`src/rtl/fifo_arb_pkg.sv`:
```
// Shared types and constants for the FIFO read-port arbiter.
// The state encoding is one bit: IDLE arbitrates and BURST pops for one consumer.
// idx_width() returns an index width that is never zero, even when n <= 2.
package fifo_arb_pkg;

  typedef enum logic {
    IDLE  = 1'b0,
    BURST = 1'b1
  } state_t;

  // Width of a binary index into n items, at least 1 bit
  function automatic int idx_width(input int n);
    return (n <= 2) ? 1 : $clog2(n);
  endfunction

  localparam int MIN_BURST_LEN = 1;
  localparam int MIN_NUM_REQ   = 2;

endpackage

```
`src/rtl/rr_pick.sv`:
```
// Combinational round-robin picker. The search starts just after last_id and
// wraps modulo NUM_REQ, so the previous winner has the lowest priority.
// found is low when no request bit is set; winner is 0 in that case.
module rr_pick
  import fifo_arb_pkg::*;
#(
  parameter  int NUM_REQ = 4,
  localparam int IW      = idx_width(NUM_REQ)
) (
  input  logic [NUM_REQ-1:0] req,
  input  logic [IW-1:0]      last_id,
  output logic [IW-1:0]      winner,
  output logic               found
);

  int            cand;
  logic [IW-1:0] cand_idx;

  // Walk the candidates last_id+1 .. last_id+NUM_REQ and keep the first requester
  always_comb begin
    winner   = '0;
    found    = 1'b0;
    cand     = 0;
    cand_idx = '0;
    for (int k = 1; k <= NUM_REQ; k++) begin
      cand     = (int'(last_id) + k) % NUM_REQ;
      cand_idx = IW'(cand);
      if (!found && req[cand_idx]) begin
        winner = cand_idx;
        found  = 1'b1;
      end
    end
  end

endmodule

```
`src/rtl/fifo_read_arbiter.sv`:
```
// Round-robin arbiter for the async FIFO read port, running in the R_CLK domain.
// It grants bounded bursts. Each pop returns data on the following cycle, and
// consecutive grants are separated by one idle cycle.
// A burst ends early when the granted consumer drops req or the FIFO goes empty.
// Optional per-consumer saturating pop counters are built when FIFO_ARB_STATS_EN is defined.
module fifo_read_arbiter
  import fifo_arb_pkg::*;
#(
  parameter int NUM_REQ    = 4,
  parameter int DATA_WIDTH = 8,
  parameter int BURST_LEN  = 4,
  parameter int CNT_WIDTH  = 16
) (
  input  logic                          R_CLK,
  input  logic                          R_rst,
  input  logic                          R_empty,
  input  logic [DATA_WIDTH-1:0]         R_rdata,
  input  logic [NUM_REQ-1:0]            req,
  output logic                          R_inc,
  output logic [NUM_REQ-1:0]            gnt,
  output logic [$clog2(NUM_REQ)-1:0]    gnt_id,
  output logic                          busy,
  output logic [NUM_REQ-1:0]            rd_valid,
  output logic [DATA_WIDTH-1:0]         rd_data
`ifdef FIFO_ARB_STATS_EN
  ,
  output logic [NUM_REQ*CNT_WIDTH-1:0]  pop_cnt
`endif
);

  localparam int IW = idx_width(NUM_REQ);
  localparam int BW = idx_width(BURST_LEN);

  // Reject configurations that the burst counter and picker cannot represent
  if (BURST_LEN < MIN_BURST_LEN) begin : g_bad_burst
    $error("BURST_LEN must be at least 1");
  end
  if (NUM_REQ < MIN_NUM_REQ) begin : g_bad_req
    $error("NUM_REQ must be at least 2");
  end
  if (CNT_WIDTH < 1) begin : g_bad_cnt
    $error("CNT_WIDTH must be at least 1");
  end

  state_t        state, state_nxt;
  logic [IW-1:0] last_id;
  logic [IW-1:0] winner;
  logic          found;
  logic [BW-1:0] beat;
  logic          last_beat;
  logic          exit_burst;

  rr_pick #(
    .NUM_REQ (NUM_REQ)
  ) u_pick (
    .req     (req),
    .last_id (last_id),
    .winner  (winner),
    .found   (found)
  );

  assign last_beat  = (beat == BW'(BURST_LEN - 1));
  // A burst ends on the last beat, when the owner drops req, or when the FIFO is empty
  assign exit_burst = (R_inc && last_beat) || !req[gnt_id] || R_empty;

  // State register
  always_ff @(posedge R_CLK or posedge R_rst) begin
    if (R_rst) state <= IDLE;
    else       state <= state_nxt;
  end

  // Next-state logic: enter a burst only when someone requests and data is available
  always_comb begin
    state_nxt = state;
    case (state)
      IDLE:    if (found && !R_empty) state_nxt = BURST;
      BURST:   if (exit_burst)        state_nxt = IDLE;
      default: state_nxt = IDLE;
    endcase
  end

  // Outputs decoded from the state. The pop is gated by the registered empty flag only.
  always_comb begin
    busy  = (state == BURST);
    R_inc = busy & req[gnt_id] & ~R_empty;
  end

  // Grant, burst beat and round-robin history
  always_ff @(posedge R_CLK or posedge R_rst) begin
    if (R_rst) begin
      gnt     <= '0;
      gnt_id  <= '0;
      beat    <= '0;
      last_id <= IW'(NUM_REQ - 1);
    end else if (state == IDLE) begin
      if (state_nxt == BURST) begin
        gnt    <= NUM_REQ'(1) << winner;
        gnt_id <= winner;
        beat   <= '0;
      end
    end else begin
      if (R_inc) beat <= beat + 1'b1;
      if (exit_burst) begin
        gnt     <= '0;
        last_id <= gnt_id;
        beat    <= '0;
      end
    end
  end

  // Return the popped word to the granted consumer one cycle after the pop
  always_ff @(posedge R_CLK or posedge R_rst) begin
    if (R_rst) begin
      rd_valid <= '0;
      rd_data  <= '0;
    end else if (R_inc) begin
      rd_valid <= NUM_REQ'(1) << gnt_id;
      rd_data  <= R_rdata;
    end else begin
      rd_valid <= '0;
    end
  end

`ifdef FIFO_ARB_STATS_EN
  for (genvar i = 0; i < NUM_REQ; i++) begin : g_cnt
    logic [CNT_WIDTH-1:0] cnt;

    // Count pops for consumer i and hold at all-ones instead of wrapping
    always_ff @(posedge R_CLK or posedge R_rst) begin
      if (R_rst)                                          cnt <= '0;
      else if (R_inc && (gnt_id == IW'(i)) && (cnt != '1)) cnt <= cnt + 1'b1;
    end

    assign pop_cnt[i*CNT_WIDTH +: CNT_WIDTH] = cnt;
  end
`else
  // No statistics hardware is built in this configuration.
`endif

endmodule

```
`config.mk`:
```
export PLATFORM = sky130hd
export DESIGN_NAME = fifo_read_arbiter
export DESIGN_NICKNAME = d
export VERILOG_FILES = /design/src/rtl/fifo_arb_pkg.sv /design/src/rtl/rr_pick.sv /design/src/rtl/fifo_read_arbiter.sv
export SDC_FILE = /design/constraint.sdc
export NUM_CORES = 1
export LEC_CHECK = 0
export BUFFER_PORTS_ARGS = -buffer_cell sky130_fd_sc_hd__buf_4
export CORE_MARGIN = 4
export CORE_UTILIZATION = 49
export DETAILED_ROUTE_END_ITERATION = 16
export GPL_ROUTABILITY_DRIVEN = 0
export GPL_TIMING_DRIVEN = 0
export HOLD_SLACK_MARGIN = 0.1
export PLACE_DENSITY_LB_ADDON = 0.3
export REMOVE_ABC_BUFFERS = 1
export SLEW_MARGIN = 20
export SYNTH_ARGS = -nofsm -noshare
export SYNTH_HDL_FRONTEND = slang
export SYNTH_SLANG_ARGS = --single-unit
export TNS_END_PERCENT = 10
```
`constraint.sdc`:
```
create_clock -name R_CLK -period 2.1 [get_ports R_CLK]
set_input_delay 0 -clock R_CLK [delete_from_list [all_inputs] [get_ports R_CLK]]
set_output_delay 0 -clock R_CLK [all_outputs]
set_load 0.05 [all_outputs]
```
Yosys cells after proc, flatten, opt, wreduce, memory -nomap -nowiden
Index checks and enable logic that the tools add are counted.
{ "word_totals": {"register_bits": 23, "out_inout_bits": 20, "elab_cells": 72} }
{ "classes": {"add_sub_neg": 5, "order_cmp": 5, "n_eq_ne": 3, "shifts": 2, "n_mux": 29, "bitwise_logic": 4, "n_reduce_logical": 17} }
{ "ops": {"columns": ["cell", "n"], "rows": [
  ["2-to-1 mux 2 bit", 8],
  ["2-to-1 mux 4 bit", 4],
  ["< comparator 2 x 3 -> 1 bit (second input constant)", 5],
  ["2-to-1 mux 1 bit", 11],
  ["binary-select mux 1 bit (select 2 bit)", 5],
  ["AND reduction 2 bit", 4],
  ["left shift 1 x 2 -> 4 bit (first input constant)", 2],
  ["adder 2 x 1 -> 2 bit (second input constant)", 3],
  ["logical AND 1 bit", 5],
  ["logical NOT 1 bit", 5],
  ["adder 2 bit (second input constant)", 2],
  ["!= test 3 x 2 -> 1 bit (second input constant)", 1],
  ["bitwise AND 1 bit", 2],
  ["equality test 2 bit (second input constant)", 1],
  ["logical OR 1 bit", 2],
  ["!= test 2 x 1 -> 1 bit (second input constant)", 1],
  ["NOT 1 bit", 2],
  ["one-hot mux 1 bit (2 select lines)", 1],
  ["nonzero test 2 bit", 1]
]} }

Depth between registers and ports, before layout
Gate-level depths: netlist of the first run.
{ "logic_depth": {"word_depth": 18, "ltp_mapped": 6} }

By module
Synthesis of the first run repeated with hierarchy kept, for this count alone.
{ "hier_totals": {"hier_cells": 96, "area_unflattened_um2": 1114.8} }
{ "by_module_without_submodules": {"columns": ["module", "instances", "cells_per_inst", "area_each_um2", "seq_area_each_um2"], "rows": [
  ["fifo_read_arbiter", 1, 82, 1023.5, 578.1],
  ["rr_pick", 1, 14, 91.3, 0.0]
]} }

Least setup slack after synthesis of the first run
Ideal clock, no wire load.
{ "synth_timing": {"kind": "reg2reg", "startpoint": "register gnt_id[1]", "endpoint": "register rd_data[0]", "setup_ns": 0.125, "t_arrival_ns": 1.896, "t_required_ns": 1.975, "path_slack_ns": 0.079, "stages_incl_launch_ff": 7, "path_buffers": 1, "period_less_slack_ns": 2.021, "path_cell_list": "dfrtp_1 > mux2_4 > a22o_4 > nand2_4 > inv_4 > buf_12 > mux2_4"} }
{ "synth_between": {"elab_chain_len": 4} }
{ "synth_rtl": {"columns": ["element", "line", "rtl"], "rows": [
  ["start, declared", "fifo_read_arbiter.sv:21", "output logic [$clog2(NUM_REQ)-1:0] gnt_id,"],
  ["start signal, assigned", "fifo_read_arbiter.sv:98", "gnt_id <= winner;"],
  ["binary-select mux 1 bit (select 2 bit)", "fifo_read_arbiter.sv:85", "R_inc = busy & req[gnt_id] & ~R_empty;"],
  ["2-to-1 mux 1 bit (not written as such)", "fifo_read_arbiter.sv:85", null],
  ["bitwise AND 1 bit (2 in a row)", "fifo_read_arbiter.sv:85", null],
  ["named net R_inc", "fifo_read_arbiter.sv:19", "output logic R_inc,"],
  ["end signal, assigned", "fifo_read_arbiter.sv:118", "rd_data <= R_rdata;"],
  ["end, declared", "fifo_read_arbiter.sv:24", "output logic [DATA_WIDTH-1:0] rd_data"]
]} }
The timed path passes the listed nets, and every way through them passes these cells. The select of a mux whose other input is x is not followed.
A chain may end at the register's enable or synchronous reset.

Worst setup path after layout of the first run
{ "layout_timing": {"startpoint": "register gnt_id[1]", "endpoint": "output R_inc"} }
{ "layout_between": {"elab_chain_len": 4} }
{ "layout_rtl": {"columns": ["element", "line"], "rows": [
  ["binary-select mux 1 bit (select 2 bit)", "fifo_read_arbiter.sv:85"],
  ["2-to-1 mux 1 bit (not written as such)", "fifo_read_arbiter.sv:85"],
  ["bitwise AND 1 bit (2 in a row)", "fifo_read_arbiter.sv:85"],
  ["end, declared", "fifo_read_arbiter.sv:19"]
]} }
No other way between the ends. The select of a mux whose other input is x is not followed.

==> results.md, run 1 <==
* FF-to-FF End: gnt[2]
* Commonest non-fill, non-tap cell in the layout: buf_4
* Largest net degree at the start of global routing at 24
* Initial DRC Count at 12
* Synthesis-to-finish area growth at 36.79%
* Post-cts repair resize count at 0
* Distinct cells, synth at 30
* Layout cell share with drive strength beyond 1 at 0.4275
* Row count at 16
* CP Data Arrival Time at 1.81 ns
* Reg2reg start: gnt_id[1]
* CP endpoint kind: output port
* Antenna-violating nets left at 0
* Synth warn at 0
* Sw Share at 0.4776
* Nets at 148
* Hold Buf Count CTS at 10
* Final setup vio count at 0
* Layout filler cell count at 142
* WS Path Type: reg -> out
* Number of global-route vias before repair at 829
* Most frequent cells in the layout: buf_4 (34), dfrtp_1 (21), dlygate4sd3_1 (10)
* Post-CTS Setup Repair Bufs at 0
* Sink Count at 23
* Hold WS at 0.1798 ns
* # DRC at 0
* Worst Setup SP: gnt_id[1]
* Post-synth EDFFs at 0
* Worst slew pin tran at 0.8561 ns
* Hold Crit Class: in -> reg
* Cells after Synth at 84
* Rel. slew slack at 0.4286
* Register area share after synthesis at 0.5378
* RSZ-0062 raised after global routing: false
* CP max FO at 11
* Gr usage total at 0.1914
* Crit path time final at 1.806 ns
* CTS tree: done
* Top_reg_cell synth: dfrtp_1
* P_sw at 1084 uW
* Max Buffers Root-to-Sink at 2
* Fmax at 553.6 MHz
* Cell Int Power at 1186 uW
* Final worst path period share at 0.8602
* 1st-pass router iterations at 4
* Worst-path clk slew at 0.11 ns
* Ant diodes at 0
* Stages on the worst setup path at 5
* Area of the mapped netlist at 1075 sq um
* Max incr delay on CP at 0.49 ns
* Worst-case clock skew at 0.003536 ns
* Via count at 841
* Initial antenna violation count at 0
* WL per Instance at 15.70 um
* Crit path to: R_inc
* Drt total wl at 2.480 mm
* Ys async rst share at 1.000
* Core Area at 2022 sq um
* MaxCap Viol Count at 0
* Endpoints failing hold at 0
* DIE WIDTH at 54.84 um
* Critical path's top delay family: flip-flops
* First-pass GRT wire length at 3.939 mm
* I/O pins at 35
* HPWL reported at the end of detailed placement at 1.716 mm
* Worst r2r path cells at 4
* Worst-path cell chain: mux2_4, a22o_4, nand2_4, inv_4, buf_4
* CP required at 2.10 ns
* Starting density of the core at 0.5316
* Lkg Pwr at 0.0007240 uW
* Total power at 2270 uW
* Total CTS buffers at 3
* DR vias/cell at 5.323
* Mapped Avg Cell Area at 12.80 sq um
* Clock share of power at 0.087
* Setup TNS at 0 ns
* Root cell of the clock tree: clkbuf_4
* Buf/Inv on CP at 2
* Register share of total power at 0.339
* CP max-delay cell: dfrtp_1
* Reg2reg setup slack at 0.33 ns
* Number of synthesized register bits at 23
* Global route overflow at 0
* Pwr dens at 1544 nW/um^2
* Status: finished, final reports clean
* Highest ir drop seen on vdd at 1.024 mV
* Buffers on Ports at 34
* Die ar. at 3007 sq um
* Critical Path Source Type: register
* Max-slew violation count at 0
* H-tree level count at 1
* Worst skew pair latency at 0.30 ns
* Die height at 54.84 um
* Gate power share at 0.574
[cell usage after synthesis, types with 2 or more instances]
library cell,count,area [sq um]
mux2_4,9,135.1
nor2_1,3,11.26
o2bb2ai_1,2,17.52
nor2b_1,2,12.51
nor3_1,6,30.03
dfstp_2,2,52.55
dfrtp_1,21,525.5
a32o_1,3,30.03
nand2_1,3,11.26
inv_1,6,22.52
nand2b_1,2,12.51
o21ai_0,6,30.03
o22ai_1,2,12.51
[worst min path at each step]
stage	from	end	cells after the start
after CTS	req[2]	gnt[1]	4
after global placement	R_rst	rd_data[7]	2
final	req[2]	gnt[1]	4
after floorplan	R_rst	beat[0]	1
after detailed placement	R_rst	rd_data[7]	2
after global routing	req[2]	last_id[0]	4
[cells by family (layout without fill, tap and decap cells)]
logic type	Yosys count	after routing	synth area share
muxes	10	10	0.1362
buffers and inverters	8	55	0.04540
AOI/OAI and AO/OA	21	21	0.1595
and+or+nand+nor	21	21	0.1094
DFF	23	23	0.5378
adders and majority gates	1	1	0.01164
[flip-flops by register name, indices dropped and copies added, names as in the netlist]
signal,cells
rd_data,8
gnt,4
gnt_id,2
last_id,2
rd_valid,4
beat,2
busy,1
[stage by stage]
step / std cells / area (sq um) / setup WS [ns] / util
floorplan: 83 / 1055 / 0.1302 / -
global placement: 144 / 1344 / 0.3745 / 0.6646
detailed placement: 144 / 1344 / 0.3675 / 0.6646
CTS: 158 / 1470 / 0.2850 / 0.7271
global route: 158 / 1470 / 0.2239 / 0.7271
finish: 158 / 1470 / 0.2936 / 0.7271
[layout make-up]
| type | instances | area, sq um | share of cell area |
|---|---|---|---|
| Sequential cell | 23 | 578.1 | 0.3932 |
| Tap cell | 27 | 33.78 | 0.02298 |
| Clock buffer | 4 | 26.28 | 0.01787 |
| Multi-Input combinational cell | 53 | 447.9 | 0.3047 |
| Timing Repair Buffer | 44 | 355.3 | 0.2417 |
| Inverter | 7 | 28.78 | 0.01957 |
[power by group through the flow]
stage               logic [uW]  registers (uW)  clock network (uW)
finish                    1300             770                 197
global route              1380             797                 223
floorplan                  430            1260                   0
detailed placement        1280             778                   0
global placement          1260             767                   0
CTS                       1310             769                 209
[per-layer routing]
| metal | vias up | GRT usage | wire (um) |
|---|---|---|---|
| li1 | 404 | - | - |
| met1 | 404 | 0.2324 | 1030 |
| met2 | 24 | 0.3189 | 1278 |
| met3 | 9 | 0.03815 | 100 |
| met4 | 0 | 0.09544 | 70 |
| met5 | - | 0 | 0 |
[worst register-to-register path, cell delays in order, from the launching register on]
cell     delay, ns
dfrtp_1       0.49
mux2_4        0.35
a221o_2       0.42
and2_4        0.19
a22o_1        0.22
Power figures use the tool's default switching activity.
==> run 2: changes to the inputs <==
--- a/config.mk
+++ b/config.mk
@@ -6,7 +6,7 @@
 export NUM_CORES = 1
 export LEC_CHECK = 0
 export BUFFER_PORTS_ARGS = -buffer_cell sky130_fd_sc_hd__buf_4
-export CORE_MARGIN = 4
+export CORE_MARGIN = 2
 export CORE_UTILIZATION = 49
 export DETAILED_ROUTE_END_ITERATION = 16
 export GPL_ROUTABILITY_DRIVEN = 0
==> constraint.sdc (replaced) <==
create_clock -name R_CLK -period 2.1 [get_ports R_CLK]
set_input_delay 0 -clock R_CLK [delete_from_list [all_inputs] [get_ports R_CLK]]
set_output_delay 0 -clock R_CLK [all_outputs]
set_load 0.01 [all_outputs]
==> results.md, run 2 (synthesis results as in run 1) <==
* Status: finished, final reports clean
* Gr usage total at 0.2001 (+0.008723)
* WL per Instance at 14.48 um (-7.7%)
* Initial DRC Count at 17 (+5)
* Top Registers: rd_data: 8 flops, gnt: 4 flops, rd_valid: 4 flops
* Drt total wl at 2.288 mm (-7.7%)
* Clock share of power at 0.110 (+0.023)
* Lkg Pwr at 0.0007240 uW (unchanged)
* Post-Place Worst Slack at 0.3748 ns (+0.007280 ns)
* FF-to-FF End: gnt[2]
* Worst r2r path cells at 4 (unchanged)
* Final worst path period share at 0.8427 (-0.01751)
* Reg2reg setup slack at 0.33 ns (about the same)
* Number of global-route vias before repair at 838 (+1.1%)
* P_sw at 616.8 uW (-43%)
* DIE WIDTH at 50.84 um (-7.3%)
* Commonest non-fill, non-tap cell in the layout: buf_4
* Reg2reg start: gnt_id[1]
* Critical Path Source Type: register
* Row count at 16 (unchanged)
* Buffers on Ports at 34 (unchanged)
* Initial antenna violation count at 0 (unchanged)
* Pwr dens at 1217 nW/um^2 (-21%)
* Largest register FFs at 8 (unchanged)
* Grt met3 use at 0.02924 (-0.008907)
* Most frequent cells in the layout: buf_4 (34), dfrtp_1 (21), dlygate4sd3_1 (10)
* MaxCap Viol Count at 0 (unchanged)
* HPWL reported at the end of detailed placement at 1.565 mm (-8.8%)
* WS Path Type: reg -> reg
* Largest net degree at the start of global routing at 24 (unchanged)
* Max incr delay on CP at 0.50 ns (about the same)
* CP max FO at 6 (-5)
* Hold WS at 0.1703 ns (-0.009424 ns)
* Die height at 50.84 um (-7.3%)
* Total power at 1789 uW (-21%)
* First-pass GRT wire length at 3.767 mm (-4.4%)
* Post-cts repair resize count at 0 (unchanged)
* Fmax at 565.1 MHz (+2.1%)
* WHS Path Cells at 4 (unchanged)
* Layout cell share with drive strength beyond 1 at 0.4275 (unchanged)
* Die ar. at 2584 sq um (-14%)
* CP Data Arrival Time at 1.96 ns (+0.15 ns)
* Crit path time final at 1.770 ns (-0.03678 ns)
* Final setup vio count at 0 (unchanged)
* GRT busiest layer: met2
* I/O pins at 35 (unchanged)
* Register share of total power at 0.430 (+0.091)
* Nets at 148 (unchanged)
* Stages on the worst setup path at 4 (-1)
* Worst skew pair latency at 0.30 ns (about the same)
* Total CTS buffers at 3 (unchanged)
* Max Buffers Root-to-Sink at 2 (unchanged)
* Biggest register: rd_data
* Starting density of the core at 0.5316 (unchanged)
* Global route overflow at 0 (unchanged)
* Highest ir drop seen on vdd at 0.6765 mV (-34%)
* Max-slew violation count at 0 (unchanged)
* CP required at 2.29 ns (+0.19 ns)
* Via count at 837 (-0.48%)
* CTS tree: done
* Core Area at 2022 sq um (unchanged)
* Rel. slew slack at 0.4483 (+0.01967)
* PnR worst setup slack at 0.3304 ns (+0.03678 ns)
* CP endpoint kind: register
* Crit path to: gnt[2]
* Setup TNS at 0 ns (unchanged)
* Worst slew pin tran at 0.8267 ns (-0.02947 ns)
* RSZ-0062 raised after global routing: false
* Cell Int Power at 1172 uW (-1.1%)
* Synthesis-to-finish area growth at 36.79% (unchanged)
* Worst-case clock skew at 0.01125 ns (+0.007713 ns)
* Gate power share at 0.460 (-0.114)
* Critical path's top delay family: compound AO/OA/AOI/OAI gates
* Root cell of the clock tree: clkbuf_4
* Antenna-violating nets left at 0 (unchanged)
* Worst-path clk slew at 0.12 ns (about the same)
* H-tree level count at 1 (unchanged)
* Buf/Inv on CP at 0 (-2)
* GR Util met1 at 0.2656 (+0.03327)
* CP max-delay cell: dfrtp_1
* Worst-path cell chain: mux2_4, a221o_2, and2_4, a22o_1
* # DRC at 0 (unchanged)
* Sink Count at 23 (unchanged)
* Endpoints failing hold at 0 (unchanged)
* DR vias/cell at 5.297 (-0.48%)
* 1st-pass router iterations at 4 (unchanged)
* Worst Setup SP: gnt_id[1]
* Sw Share at 0.3447 (-0.1329)
* Met2 Use GR at 0.3333 (+0.01444)
* Ant diodes at 0 (unchanged)
* Layout filler cell count at 149 (+4.9%)
* Hold Crit Class: in -> reg
[run 2: final cells by class]
class	instances	area (sq um)	area share
multi-input cells	53	447.9	0.3047
clock buffers	4	26.28	0.01787
flip-flops and latches	23	578.1	0.3932
inverters	7	28.78	0.01957
repair buffers	44	355.3	0.2417
well taps	27	33.78	0.02298
[run 2: metrics by stage]
step                      cell area [sq um]    util  cells
after global routing                   1470  0.7271    158
after detailed placement               1344  0.6646    144
after global placement                 1344  0.6646    144
final                                  1470  0.7271    158
after floorplan                        1055       -     83
after CTS                              1470  0.7271    158
[run 2: timing repair]
item	CTS	global route
setup buffers	0	0
endpoints found under the setup margin	0	0
hold buffers	10	0
endpoints found under the hold margin	31	0
[run 2: worst min path at each step]
stage	start	to	slack, ns
finish	req[2]	gnt[1]	0.17
floorplan	R_rst	beat[0]	0.0004
CTS	req[2]	gnt[1]	0.15
detailed placement	R_rst	rd_data[0]	0.22
global placement	R_rst	rd_data[2]	0.21
global route	req[2]	gnt[1]	0.22
[run 2: tightest hold or removal path: stages]
cell       delay [ns]
buf_4            0.10
o22ai_1          0.11
o21ai_0          0.16
o2bb2ai_1        0.07
[run 2: power groups by stage]
stage	Clock [uW]	Sequential [uW]	Combinational, uW
2_1_floorplan	0	823	417
3_3_place_gp	0	766	790
3_5_place_dp	0	777	806
4_1_cts	208	767	827
5_1_grt	225	796	892
6_report	196	770	823
[run 2: metal layers]
layer,part of all wire,vias to the layer above
li1,-,406
met4,0.0057,0
met3,0.041,2
met5,0,-
met1,0.44,410
met2,0.52,19
